===== src/rtl/video_capture_ctrl.sv =====
// video_capture_ctrl: gates camera href/vsync into whole frames and checks line/frame geometry and back-pressure.
// Define CAPTURE_STATS_EN to implement the 16-bit frame_cnt/drop_cnt statistics counters.
module video_capture_ctrl #(
  parameter int DATA_WIDTH = 10,
  parameter int IMG_WIDTH  = 640,
  parameter int IMG_HEIGHT = 480,
  parameter int CNT_W      = 12
) (
  input  logic                  piexl_clk,
  input  logic                  rst_n,
  input  logic                  href,
  input  logic                  vsync,
  input  logic [DATA_WIDTH-1:0] data_in,
  output logic                  href_o,
  output logic                  vsync_o,
  output logic [DATA_WIDTH-1:0] data_out,
  input  logic                  m_axis_tready,
  input  logic                  start,
  input  logic                  stop,
  input  logic [7:0]            frame_num,
  input  logic                  clr_err,
  output logic                  busy,
  output logic                  frame_done,
  output logic                  line_len_err,
  output logic                  frame_len_err,
  output logic                  ovf_err,
  output logic [15:0]           frame_cnt,
  output logic [15:0]           drop_cnt
);
  typedef enum logic [1:0] {IDLE, ARM, ACTIVE, DROP} state_t;
  state_t state, state_n;
  logic vsync_d, href_d, stop_pend, pass, done, drop, arm;
  logic vs_rise, hr_fall, ovf, last, in_act;
  logic [CNT_W-1:0] pix_cnt, line_cnt, lines;
  logic [7:0] seen;
  assign vs_rise = vsync & ~vsync_d;
  assign hr_fall = ~href & href_d;
  assign ovf     = href_o & ~m_axis_tready;
  assign in_act  = state == ACTIVE;
  assign busy    = state != IDLE;
  // seen counts completed and dropped frames alike, so drops consume the frame_num budget
  assign last    = stop_pend | stop | (frame_num != 8'd0 && seen + 8'd1 == frame_num);
  assign lines   = line_cnt + CNT_W'(hr_fall && line_cnt != '1);
  always_comb begin
    state_n = state;
    pass    = 1'b0;
    done    = 1'b0;
    drop    = 1'b0;
    arm     = 1'b0;
    case (state)
      IDLE: if (start && !stop) begin
        state_n = ARM;
        arm     = 1'b1;
      end
      ARM: if (stop) state_n = IDLE;
        else if (vs_rise) begin
          state_n = ACTIVE;
          pass    = 1'b1;
        end
      ACTIVE: if (vs_rise) begin
        done    = 1'b1;
        state_n = last ? IDLE : ACTIVE;
        pass    = !last;
      end else if (ovf) state_n = DROP;
        else pass = 1'b1;
      default: if (vs_rise) begin
        drop    = 1'b1;
        state_n = last ? IDLE : ACTIVE;
        pass    = !last;
      end
    endcase
  end
  always_ff @(posedge piexl_clk or negedge rst_n)
    if (!rst_n) begin
      state         <= IDLE;
      vsync_d       <= 1'b0;
      href_d        <= 1'b0;
      href_o        <= 1'b0;
      vsync_o       <= 1'b0;
      data_out      <= '0;
      frame_done    <= 1'b0;
      stop_pend     <= 1'b0;
      pix_cnt       <= '0;
      line_cnt      <= '0;
      seen          <= '0;
      line_len_err  <= 1'b0;
      frame_len_err <= 1'b0;
      ovf_err       <= 1'b0;
    end else begin
      state         <= state_n;
      vsync_d       <= vsync;
      href_d        <= href;
      href_o        <= href & pass;
      vsync_o       <= vsync & pass;
      data_out      <= data_in;
      frame_done    <= done;
      stop_pend     <= state_n != IDLE && (stop_pend || stop);
      pix_cnt       <= (!in_act || hr_fall) ? '0 : pix_cnt + CNT_W'(href && pix_cnt != '1);
      line_cnt      <= (!in_act || vs_rise) ? '0 : lines;
      seen          <= arm ? 8'd0 : seen + 8'(done | drop);
      line_len_err  <= (line_len_err & ~clr_err) | (in_act & hr_fall & (pix_cnt != CNT_W'(IMG_WIDTH)));
      frame_len_err <= (frame_len_err & ~clr_err) | (done & (lines != CNT_W'(IMG_HEIGHT)));
      ovf_err       <= (ovf_err & ~clr_err) | ovf;
    end
`ifdef CAPTURE_STATS_EN
  logic [15:0] fc, dc;
  always_ff @(posedge piexl_clk or negedge rst_n)
    if (!rst_n) begin
      fc <= '0;
      dc <= '0;
    end else begin
      fc <= arm ? 16'd0 : fc + 16'(done);
      dc <= arm ? 16'd0 : dc + 16'(drop);
    end
  assign frame_cnt = fc;
  assign drop_cnt  = dc;
`else
  assign frame_cnt = '0;
  assign drop_cnt  = '0;
`endif
endmodule


===== config.mk =====
export PLATFORM = sky130hd
export DESIGN_NAME = video_capture_ctrl
export DESIGN_NICKNAME = d
export VERILOG_FILES = /design/src/rtl/video_capture_ctrl.sv
export SDC_FILE = /design/constraint.sdc
export NUM_CORES = 1
export LEC_CHECK = 0
export ABC_AREA = 1
export BUFFER_PORTS_ARGS = -buffer_cell sky130_fd_sc_hd__buf_2
export CAP_MARGIN = 10
export CORE_UTILIZATION = 25
export CTS_CLUSTER_DIAMETER = 50
export CTS_CLUSTER_SIZE = 24
export DETAILED_ROUTE_END_ITERATION = 10
export PLACE_DENSITY = 0.49
export SETUP_SLACK_MARGIN = 0.5
export SLEW_MARGIN = 15
export SYNTH_ARGS = -nofsm -noshare
export SYNTH_HDL_FRONTEND = slang
export SYNTH_SLANG_ARGS = --single-unit
export TNS_END_PERCENT = 10

===== constraint.sdc =====
create_clock -name piexl_clk -period 2.6 [get_ports piexl_clk]
set_clock_uncertainty 0.2 [all_clocks]
set_input_delay 0.26 -clock piexl_clk [delete_from_list [all_inputs] [get_ports piexl_clk]]
set_output_delay 0.26 -clock piexl_clk [all_outputs]
set_load 0.05 [all_outputs]

==> results of run 1 <==
per-stage QoR:
step	power (mW)	std cells	hold slack, ns
after global routing	2.387	601	0.04122
after floorplan	1.398	411	-0.2356
final	2.255	601	0.04319
after CTS	2.290	601	0.03410
after global placement	1.500	564	0.1442
after detailed placement	1.503	564	0.1507
kinds of logic after synthesis:
family | count (synthesis) | share of synthesized area [%]
and+or+nand+nor | 179 | 25.78
adders and majority gates | 7 | 2.953
DFF | 53 | 44.73
xor gates and xnor gates | 16 | 4.726
other | 1 | 0.1265
AOI/OAI and AO/OA | 26 | 4.937
buffers and inverters | 98 | 16.75
power by group:
group          leakage, nW  total, mW  internal [mW]  switching [mW]
registers            0.708      0.928          0.882          0.0462
clock network       0.0842      0.757          0.456           0.301
logic                 1.09      0.570          0.136           0.434
total                 1.88       2.26           1.47           0.781
sequential cells by signal (all words and copies together) (netlist names), 2 cells and up:
signal,cells
seen,8
pix_cnt,12
line_cnt,12
state,2
data_out,10
layout make-up:
cell class / count / area share, %
flip-flops and latches: 53 / 35.65
multi-input cells: 260 / 35.52
repair buffers: 74 / 13.05
inverters: 63 / 6.424
well taps: 143 / 4.810
clock buffers: 5 / 3.364
clock inverters: 3 / 1.177
routing by layer:
| layer | vias up | global-route usage, % | share of wire (%) |
|---|---|---|---|
| met5 | - | 0 | 0 |
| met4 | 0 | 4.267 | 1.4 |
| met3 | 4 | 2.570 | 4.7 |
| met2 | 66 | 19.79 | 49 |
| met1 | 1160 | 12.91 | 45 |
| li1 | 1263 | - | - |
worst max-delay path by stage:
| stage | from | to | slack [ns] | depth (start not counted) |
|---|---|---|---|---|
| floorplan | pix_cnt[4] | pix_cnt[10] | 0.45 | 16 |
| global placement | line_cnt[4] | frame_len_err | 0.22 | 17 |
| detailed placement | line_cnt[7] | frame_len_err | 0.18 | 17 |
| CTS | line_cnt[5] | frame_len_err | 0.38 | 17 |
| global route | line_cnt[5] | frame_len_err | 0.17 | 17 |
| finish | line_cnt[4] | frame_len_err | 0.36 | 17 |
critical path, stage by stage, from the launching register on:
cell and delay (ns):
dfrtp_1 0.37, nand2_2 0.09, nor2_4 0.11, nand4_1 0.09
nand2_1 0.07, inv_1 0.04, ha_2 0.18, ha_4 0.17
inv_4 0.07, nor2_4 0.04, xnor2_2 0.14, nand4_1 0.10
nor2_1 0.13, nand2_1 0.07, nor2_1 0.09, nand3_1 0.08
nand2_1 0.07, nand2_1 0.05
timing repair:
item,4_1_cts,5_1_grt
gates cloned,0,0
endpoints found under the setup margin,11,17
pin swaps,9,0
resized for setup,11,2
hold buffers,14,0
buffers inserted,15,0
hold endpoints to repair,39,0
layout by cell type (no fill, tap or decap), types with 6 or more instances in the layout:
cell type and n:
buf_2 42, nand3_1 19, nor3_1 7, inv_1 59
xor2_1 11, nand4_1 6, conb_1 32, o21ai_0 9
dfrtp_1 53, nand2_1 76, dlygate4sd3_1 14, nor2_1 54
a21oi_1 10, buf_4 18
==> results.md, run 1 <==
Run status:
- The run finished with clean final reports.

Logic synthesis:
- A synthesized cell averages 7.804 µm².
- The most common cell in the synthesized netlist is nand2_1.
- The cell type contributing the most total cell area after synthesis is dfrtp_1.
- After synthesis the netlist holds a flip-flop and latch count of 53.
- The share of async-settable or async-resettable flops after synthesis is 100.0%.
- The synthesized cell area is 2965 µm².
- In the synthesized netlist the dominant register cell turns out to be dfrtp_1.
- After synthesis, the cell types taking the most area are dfrtp_1 45%, nand2_1 9.9%, buf_4 8.1%, inv_1 8.0%, nor2_1 7.2%.
- The cell count after synthesis came out at 380.
- In this run, synthesis inferred 0 flip-flops with an integrated enable.
- The netlist uses 27 different library cells.
- The Yosys step of the flow raised 0 warnings.
- Sorting the synthesized cells by how often they occur yields 78 x nand2_1, 63 x inv_1, 57 x nor2_1.
- After synthesis, flip-flops and latches occupy 44.73% of the total area.
- The synthesized design devotes to its leading area cell type 44.73% of total area.

Power and ir drop:
- The worst voltage drop across the vdd grid is 314.5 µV.
- The leakage power is 1.877 nW.
- For this design the ratio of total power to cell area is just over 600 nW/µm².

STA:
- The transition time of the tightest slew-check pin is 0.6751 ns.
- Dividing the final minimum period by the clock period gives a little under nine tenths.
- Setup repair after global routing could not meet its margin everywhere.
- The final-report hold violation count is 0.
- For the finished layout, the period the worst path requires is 2.244 ns.
- The timing-limited maximum frequency is 0.4457 GHz.
- Setup violations remaining at the end of the flow were counted as 0.
- The worst slew margin relative to its limit is 55.00%.
- The max-slew violation total from the final report is 0.
- The summed negative setup slack over all endpoints is 0 ns.
- The post-layout worst setup margin is 0.3563 ns.

Routing:
- The detailed-route wire length is around 6600 µm.
- The count of antenna-violating nets left after detailed routing is 0.
- Summing over every cut layer, the via total after detailed routing is 2493.
- Dividing the detail-routed wire length by the instance count gives between 10 and 15 µm.
- The DRC violations left is 0.
- The iteration count of the initial detailed-routing pass is 4.
- The number of vias per cell is 4.148.
- The DRC violation total after the first TritonRoute iteration is between 80 and 90.

Critical path:
- The worst setup path is captured at a flip-flop.
- The class of the most critical setup path is flip-flop to flip-flop.
- The worst register-to-register path has a setup slack of 0.36 ns.
- STA puts the critical path data arrival time at between 2 and 2.5 ns.
- The peak fanout along the critical path is 3.
- In this run the critical register-to-register path is captured at frame_len_err.
- In this run the critical register-to-register path is launched from line_cnt[4].
- The worst setup path is launched from a flip-flop.
- The required time at the endpoint of the critical path is 2.59 ns.
- The worst reg-to-reg path cell count is 17.

Clock tree:
- The CTS tree is built.
- The clock net in this run drives a total of 53 sinks.
- The H-tree was split into 2 levels.
- Counting along the longest clock path gives a buffer depth of 2.
- After clock tree synthesis, the clock-pin slew on the worst setup and hold paths is 0.07 ns.
- The clock buffer count from CTS is 5.
- In this run the clock root is driven by a clkbuf_16.
- The clock latency of the later-clocked register in the worst-skew pair is 0.29 ns.

Finish:
- The final layout contains between 400 and 500 nets.
- The area of combinational cells with multiple inputs is 1321 µm².
- The cell area after layout is 3720 µm².
- Relative to the synthesized area, the layout overhead comes to 25.44%.
- The layout filler cell count is 1210.
- At the end of the flow the core is filled with cells to 32.44%.
- The total area of sequential cells is roughly 1300 µm².
- The antenna diode count is 0.
- In the final layout, the share of cells above drive strength 1 is 19.65%.

Floorplanning:
- The area of the core is 11470 µm².
- The area enclosed by the die boundary is 12300 µm².
- Once the floorplan was initialized, standard cells occupied 25.86% of the core.
- The width of the die is 110.9 µm.
- The I/O pin count is 75.
- In this run the vertical extent of the chip is 110.9 µm.
- The standard-cell row count is 39.

Hold path:
- The sink of the worst hold path is href_o.
- The hold-critical path depth is 3.
- The launch point of the worst hold path is href.
- The type of the most critical hold path is input port to flip-flop.

Placement:
- In this run the tool buffered the top-level ports with 42 buffer cells.
- After detailed placement, the total cell area comes to 3256 µm².
- The half-perimeter wire length of the detailed placement result is 4789 µm.
- OpenSTA, run right after detailed placement, puts the worst setup slack at 0.1837 ns.
- The final RePlAce weighted congestion is between 0.8 and 0.9.

Global route:
- Entering global routing, the biggest net connects 30 pins.
- The initial antenna violation count came to 0.
- Global routing used 11.13% of the available tracks.
- The number of global-route vias before repair came to 2531.
- The aggregate global routing overflow is 0.
- The first-pass GRT wire length is approximately 11000 µm.

Job:
- The max-cap check violation count is 0.
Power figures use the tool's default switching activity.
==> inputs of run 2 (changes only) <==
- REMOVE_ABC_BUFFERS: not set -> 1
==> run 2 against run 1 <==
Cell area increased by 2.8%. Worst setup slack got worse by 0.10 ns. First-iteration DRC count increased by 90%. Via count increased by 1.6%. Worst hold slack got worse by 0.016 ns. Sequential share of layout area decreased by 0.96 points. Global-route usage increased by 0.25 points. Routed wire length increased by 2.9%.
==> results.md, run 2 (synthesized netlist as in run 1, its figures left out) <==
Run status:
- The flow ran to the end, and the final reports show no timing, DRC or antenna violations.

Clock tree:
- The total number of clock tree sinks is 53.
- The H-tree depth is 2.
- In this run the deepest clock path goes through 2 buffers.
- The CTS tree is built.
- The tree is rooted in a clkbuf_16.
- Clock-pin slew was measured on the worst setup and hold paths at ~0.080 ns.
- At the later pin of the worst-skew pair, clock insertion delay measures slightly below 0.3 ns.
- Counting the buffers created by CTS gives 5.

Hold path:
- The launch point of the worst hold path is vsync.
- For hold timing, the worst endpoint is vsync_o.
- The min-delay analysis places its worst path in the category input port to flip-flop.
- The hold-critical path depth is 3.

Power and ir drop:
- The clock power share is approximately a third.
- Of the total power, registers draw between 40 and 50%.
- Combinational logic burns 26.3% of the power.
- The worst voltage drop across the vdd grid is between 300 and 400 µV.
- In this run the static leakage power is approximately 1.9 nW.
- In this run switching power makes up 36.90% of total power.
- The total power per unit cell area is 576.5 nW/µm².
- The power dissipated by switching net loads is just over 800 µW.
- The internal power of the cells totals about 1.4 mW.

Finish:
- Summing all flip-flop and latch instances after layout gives 1326 µm².
- The share of layout cells above drive strength 1 is 22.67%.
- The layout-stage area growth over the synthesis result is 28.90%.
- The number of antenna diodes in the final layout is 0.
- The number of nets at the end of the flow is roughly 500.
- The multi-input combinational cells in the finished layout cover a total of 1336 µm².
- The top cell types in the final layout, fill and taps aside, are 76 x nand2_1, 59 x inv_1, 53 x nor2_1, 53 x dfrtp_1, 42 x buf_2.
- The layout filler cell count is 1177.
- The most common library cell in the layout ignoring fill and taps is nand2_1.
- In the final layout, the registers with the most flip-flops are line_cnt: 12 flops, pix_cnt: 12 flops, data_out: 10 flops.

Global route:
- The first global-routing pass estimated between 10000 and 15000 µm of wire.
- The overall track demand over capacity in global routing is 11.38%.
- The initial antenna violation count is 0.
- The number of global-route vias before repair is 2520.
- The aggregate global routing overflow is 0.
- The pin count of the biggest net entering global routing is 23.

STA:
- The summed negative setup slack over all endpoints is 0 ns.
- The worst path meets setup with 0.2522 ns of slack.
- Setup violations remaining at the end of the flow were counted as 0.
- The final-report hold violation count is 0.
- The shortest clock period the worst path allows after layout is 2.348 ns.
- Static timing analysis puts the maximum clock frequency at 0.4259 GHz.
- The final clock period utilization by the worst path is 90.30%.
- The max-slew violation total from the final report was 0.
- Setup repair after global routing could not meet its margin everywhere.

Routing:
- The DRC violations left is 0.
- In the final routed layout, each cell accounts on average for 10.96 µm.
- The count of antenna-violating nets left after detailed routing is 0.
- The DRC violation total after the first TritonRoute iteration is 154.
- In the routed layout, each cell is associated on average with a via count of 4.119.
- The detailed-route wire length is about 6700 µm.
- The total via count in the routed design is 2533.
- The iteration count of the initial detailed-routing pass is 4.

Critical path:
- The critical register-to-register path startpoint is line_cnt[11].
- The arrival time of data at the critical path endpoint is 2.37 ns.
- The minimum setup slack among reg-to-reg paths is 0.25 ns.
- The required time at the endpoint of the critical path is between 2 and 3 ns.
- Along the worst path, the maximum fanout reaches 3.
- The worst setup path is captured at a flip-flop.
- The worst setup path is launched from a flip-flop.
- The class of the most critical setup path is flip-flop to flip-flop.
- Measured in cells, the most critical reg-to-reg path has a length of 16.
- The endpoint of the worst register-to-register path is line_cnt[4].

Floorplanning:
- The I/O pin count is 75.
- The area enclosed by the die boundary is 12300 µm².
- Row generation in the floorplan step produced 39 rows.
- The floorplan step set the die height to roughly 110 µm.
- In this run the standard cell core region covers ~11000 µm².
- The width of the die is 110.9 µm.
- For this configuration, the core starts out at a cell density of 25.86%.

Placement:
- The half-perimeter wire length of the detailed placement result is 4680 µm.
- The count of buffers from port buffering is 42.
- At the end of routability-driven placement, the weighted congestion stood at 0.8934.
- The worst-case setup slack after placement is about 0.14 ns.

Job:
- The max-cap check violation count is 0.
-- run 2: cell count changes in the layout (fill, tap and decap cells not counted), moves of 2 or more --
cell    before  now
nor3_1       7    5
buf_4       18   33
ha_2         3    1
nor3_2       1    3
nor2_2       3    5
-- run 2: worst max path at each step --
stage / startpoint / to / slack, ns / cells past startpoint
2_1_floorplan: line_cnt[4] / frame_len_err / 0.38 / 17
3_3_place_gp: href / frame_len_err / 0.21 / 16
3_5_place_dp: line_cnt[4] / frame_len_err / 0.14 / 17
4_1_cts: pix_cnt[5] / pix_cnt[10] / 0.38 / 16
5_1_grt: line_cnt[11] / frame_len_err / 0.10 / 17
6_report: line_cnt[11] / line_cnt[4] / 0.25 / 16
-- run 2: area by class of cell --
class	instances	share of cell area, %
clock buffers	5	3.273
clock inverters	3	0.7529
inverters	63	6.252
multi-input cells	260	34.96
flip-flops and latches	53	34.70
well taps	143	4.681
repair buffers	88	15.38
-- run 2: power by group through the flow --
stage          Clock [mW]  Sequential [mW]  Combinational (mW)
3_3_place_gp            0            0.945               0.556
2_1_floorplan           0             1.02               0.332
5_1_grt             0.754            0.938               0.641
4_1_cts             0.725            0.930               0.580
3_5_place_dp            0            0.946               0.559
6_report            0.695            0.930               0.579
-- run 2: per-stage QoR --
step / util (%) / power (mW) / std cells / hold WS, ns / cell area, µm²
6_report: 33.33 / 2.204 / 615 / 0.02704 / 3822
5_1_grt: 33.33 / 2.334 / 615 / 0.03446 / 3822
4_1_cts: 32.81 / 2.235 / 609 / 0.01894 / 3762
3_5_place_dp: 28.19 / 1.506 / 564 / 0.04933 / 3233
3_3_place_gp: 28.19 / 1.501 / 564 / 0.04248 / 3233
2_1_floorplan: - / 1.356 / 376 / -0.2356 / 2821
-- run 2: metal layers --
layer	part of all wire, %	GRT usage, %	wire [µm]	up-vias
met5	0	0	0	-
met4	0.99	3.200	67	0
met3	4.0	2.734	267	4
met2	48	19.59	3242	60
met1	47	14.11	3162	1179
li1	-	-	-	1290
-- run 2: repair_timing --
action / 4_1_cts / 5_1_grt
buffers inserted: 24 / 6
pin swaps: 11 / 10
setup endpoints to repair: 10 / 18
resized for setup: 18 / 4
endpoints found under the hold margin: 32 / 0
cloned: 0 / 0
hold buffers: 13 / 0
-- run 2: critical path: stages, from the launching register on --
cell,delay (ns)
dfrtp_1,0.37
nand3_1,0.11
nor2_1,0.12
nand4_1,0.10
nand2_1,0.08
inv_2,0.04
ha_4,0.16
ha_4,0.17
inv_4,0.06
nor2_4,0.05
xnor2_2,0.14
buf_4,0.14
buf_4,0.12
buf_4,0.12
buf_4,0.12
buf_4,0.12
nor2_2,0.07
==> inputs of run 3 (changes only) <==
- GPL_ROUTABILITY_DRIVEN: not set -> 1
- clock period: 2.6 -> 2.2 ns (I/O delays scaled with it)
==> run 3 against run 2 <==
The flow now finishes with violations (negative hold slack, negative setup slack). Worst setup slack worse by 0.28 ns. Register-to-register slack worse by 0.28 ns. Cell area grew 13%. Clock power grew 18%. Worst hold slack worse by 0.033 ns. Via count up 2.9%. Critical path type unchanged. Largest power group unchanged.
==> results.md, run 3 (synthesized netlist as in run 1, its figures left out) <==
Critical path:
- Counting stages on the worst path, the most repeated cell is nand2_1.
- Traced cell by cell, the critical path runs through nand2_2, nor2_4, nand4_1, nand2_1, inv_2, ha_4, ha_4, inv_4, nor2_4, xnor2_2, nand4_1, nor2_1, nand2_1, nor2_1, nand3_1, nand2_1, nand2_1.
- The peak fanout along the critical path is 3.
- The master of the slowest instance on the critical path is dfrtp_1.
- The arrival time of data at the critical path endpoint is 2.21 ns.
- The worst setup path is of the flip-flop to flip-flop kind.
- Data on the critical path is required at its endpoint by 2.18 ns.
- For this run, the slowest stage of the critical path takes roughly 0.36 ns.
- STA classifies the critical path endpoint as a flip-flop.
- Counting both buffers and inverters, the worst setup path holds a total of 2.
- On the critical path the largest part of the delay comes from simple AND/OR/NAND/NOR gates.
- STA classifies the critical path startpoint as a flip-flop.

Floorplanning:
- After floorplanning, the core was sized to cover roughly 11000 µm².
- The area enclosed by the die boundary is 12300 µm².
- The I/O pin count is 75.
- For this configuration, the core starts out at a cell density of between 20% and 30%.
- In this run the core area contains 39 standard-cell rows.
- In this run the vertical extent of the chip is 110.9 µm.
- From left edge to right edge, the die measures 110.9 µm.

Placement:
- Routability-driven placement finished with a final weighted congestion of 0.7863.
- The half-perimeter wire length of the detailed placement result is ~5000 µm.
- During placement, the flow inserted port buffers numbering 42.
- After detailed placement, the total cell area comes to 3501 µm².
- Counting tap cells, the placed design contains a total of 598 instances.

Global route:
- The first global-routing pass estimated 12010 µm of wire.
- The initial antenna violation count is 0.
- The aggregate global routing overflow is 0.
- Global routing consumed, over all layers together, 11.99% of the routing resources.
- The pin count of the biggest net entering global routing is 54.
- The number of global-route vias before repair is 2645.

STA:
- The post-layout worst setup margin is -0.02338 ns.
- Setup repair after global routing could not meet its margin everywhere.
- The worst hold slack after final layout is -0.006066 ns.
- The final number of setup-violating endpoints is 1.
- The timing-limited maximum frequency is roughly 0.45 GHz.
- The final-report hold violation count is 1.
- After routing, the total negative slack on setup checks comes to -0.02338 ns.
- The worst path uses 101.1% of the clock period.
- The max-slew violation total from the final report is 0.
- Subtracting the final worst setup slack from the clock period gives 2.223 ns.

Finish:
- In the layout the commonest cells are 67 x nand2_1, 52 x dfrtp_1, 50 x inv_1.
- The post-layout instance count excluding filler cells is 640.
- Compared with the post-synthesis result, the final layout area differs by 45.15%.
- The post-route netlist has 36.22% of its cells at a drive strength greater than 1.
- The repair_antennas step left the layout with diodes totalling 0.
- The largest registers in the layout are line_cnt: 12 flops, pix_cnt: 12 flops, data_out: 10 flops.
- The core occupancy in the finished layout is 37.53%.
- The library cell used most frequently in the layout, excluding fill and tap cells, is nand2_1.
- The finished cells cover 4304 µm².
- The number of nets at the end of the flow is about 530.
- Fill cells in the final layout number 1159.

Clock tree:
- The total number of clock tree sinks is 53.
- The buffer type at the clock tree root is clkbuf_16.
- The clock buffer count from CTS is 5.
- The H-tree depth is 2.
- The buffer levels on the longest clock path is 2.
- The later pin in the worst-skew pair is clocked with a latency of 0.30 ns.
- The clock-pin slew on the worst setup and hold paths is 0.08 ns.
- TritonCTS built the clock tree.

Routing:
- The detailed-route wire length is 7017 µm.
- The iteration count of the initial detailed-routing pass is 6.
- In the routed layout, each cell is associated on average with a via count of 4.073.
- In the final routed layout, each cell accounts on average for 10.96 µm.
- The count of antenna-violating nets left after detailed routing is 0.
- The DRC violation total after the first TritonRoute iteration is 101.
- For this run, design rule violations remaining after detail routing come to 0.
- The total via count in the routed design is 2607.

Hold path:
- The worst hold path belongs to the class input port to flip-flop.

Power and ir drop:
- The total power per unit cell area is 624.6 nW/µm².
- The worst voltage drop across the vdd grid is 364.7 µV.
- For this design the static power due to leakage is 2.089 nW.

Run status:
- The final reports fail on negative hold slack, negative setup slack.
- The flow ran to the end, but the final reports show violations.

Job:
- Across the run, the number of max-cap violations was 0.
==> run 3: cell count changes in the layout (fill, tap and decap cells not counted), sizes merged <==
cell  delta
buf     +25
==> run 3: what timing repair did <==
action                                 in CTS  in global routing
setup endpoints to repair                  31                 38
gates resized for setup                    68                 36
buffers inserted                           13                  7
pin swaps                                  50                 43
hold buffers                               13                  1
endpoints found under the hold margin      66                  1
==> run 3: worst paths after layout <==
check	slack, ns	start	cells after the start	to
max	-0.02	line_cnt[5]	17	frame_len_err
min	-0.006	m_axis_tready	4	ovf_err
max reg2reg	-0.02	line_cnt[5]	17	frame_len_err
min reg2reg	0.29	ovf_err	2	ovf_err
max in group asynchronous	1.30	rst_n	3	seen[0]
min in group asynchronous	0.24	rst_n	3	pix_cnt[9]
==> run 3: stage by stage <==
step           power [mW]  setup slack [ns]
2_1_floorplan       1.603          -0.01990
3_3_place_gp        1.791           -0.1050
3_5_place_dp        1.793           -0.1782
4_1_cts             2.693          -0.07013
5_1_grt             2.848           -0.2406
6_report            2.688          -0.02338
==> run 3: metal layers <==
| layer | share of wire, % | global-route usage [%] |
|---|---|---|
| met5 | 0 | 0 |
| met4 | 1.3 | 3.556 |
| met3 | 2.9 | 2.078 |
| met2 | 50 | 21.70 |
| met1 | 45 | 14.43 |
==> run 3: tightest hold or removal path, delay by kind of cell <==
family                 cells  cell delay [ns]
buffers and inverters      2             0.12
and+or+nand+nor            2             0.13
==> run 3: report_power, final <==
group | switching, mW | total, mW | internal, mW | leakage, nW
combinational | 0.555 | 0.765 | 0.209 | 1.31
sequential | 0.0609 | 1.10 | 1.04 | 0.706
clock | 0.382 | 0.819 | 0.437 | 0.0763
total | 0.999 | 2.69 | 1.69 | 2.09
==> run 3: final cells by class <==
type | count | area (µm²) | area share [%]
Tap cell | 143 | 178.9 | 4.157
Sequential cell | 53 | 1328 | 30.84
Clock buffer | 5 | 125.1 | 2.907
Timing Repair Buffer | 113 | 830.8 | 19.30
Clock inverter | 3 | 28.78 | 0.6686
Multi-Input combinational cell | 260 | 1574 | 36.57
Inverter | 63 | 239.0 | 5.552
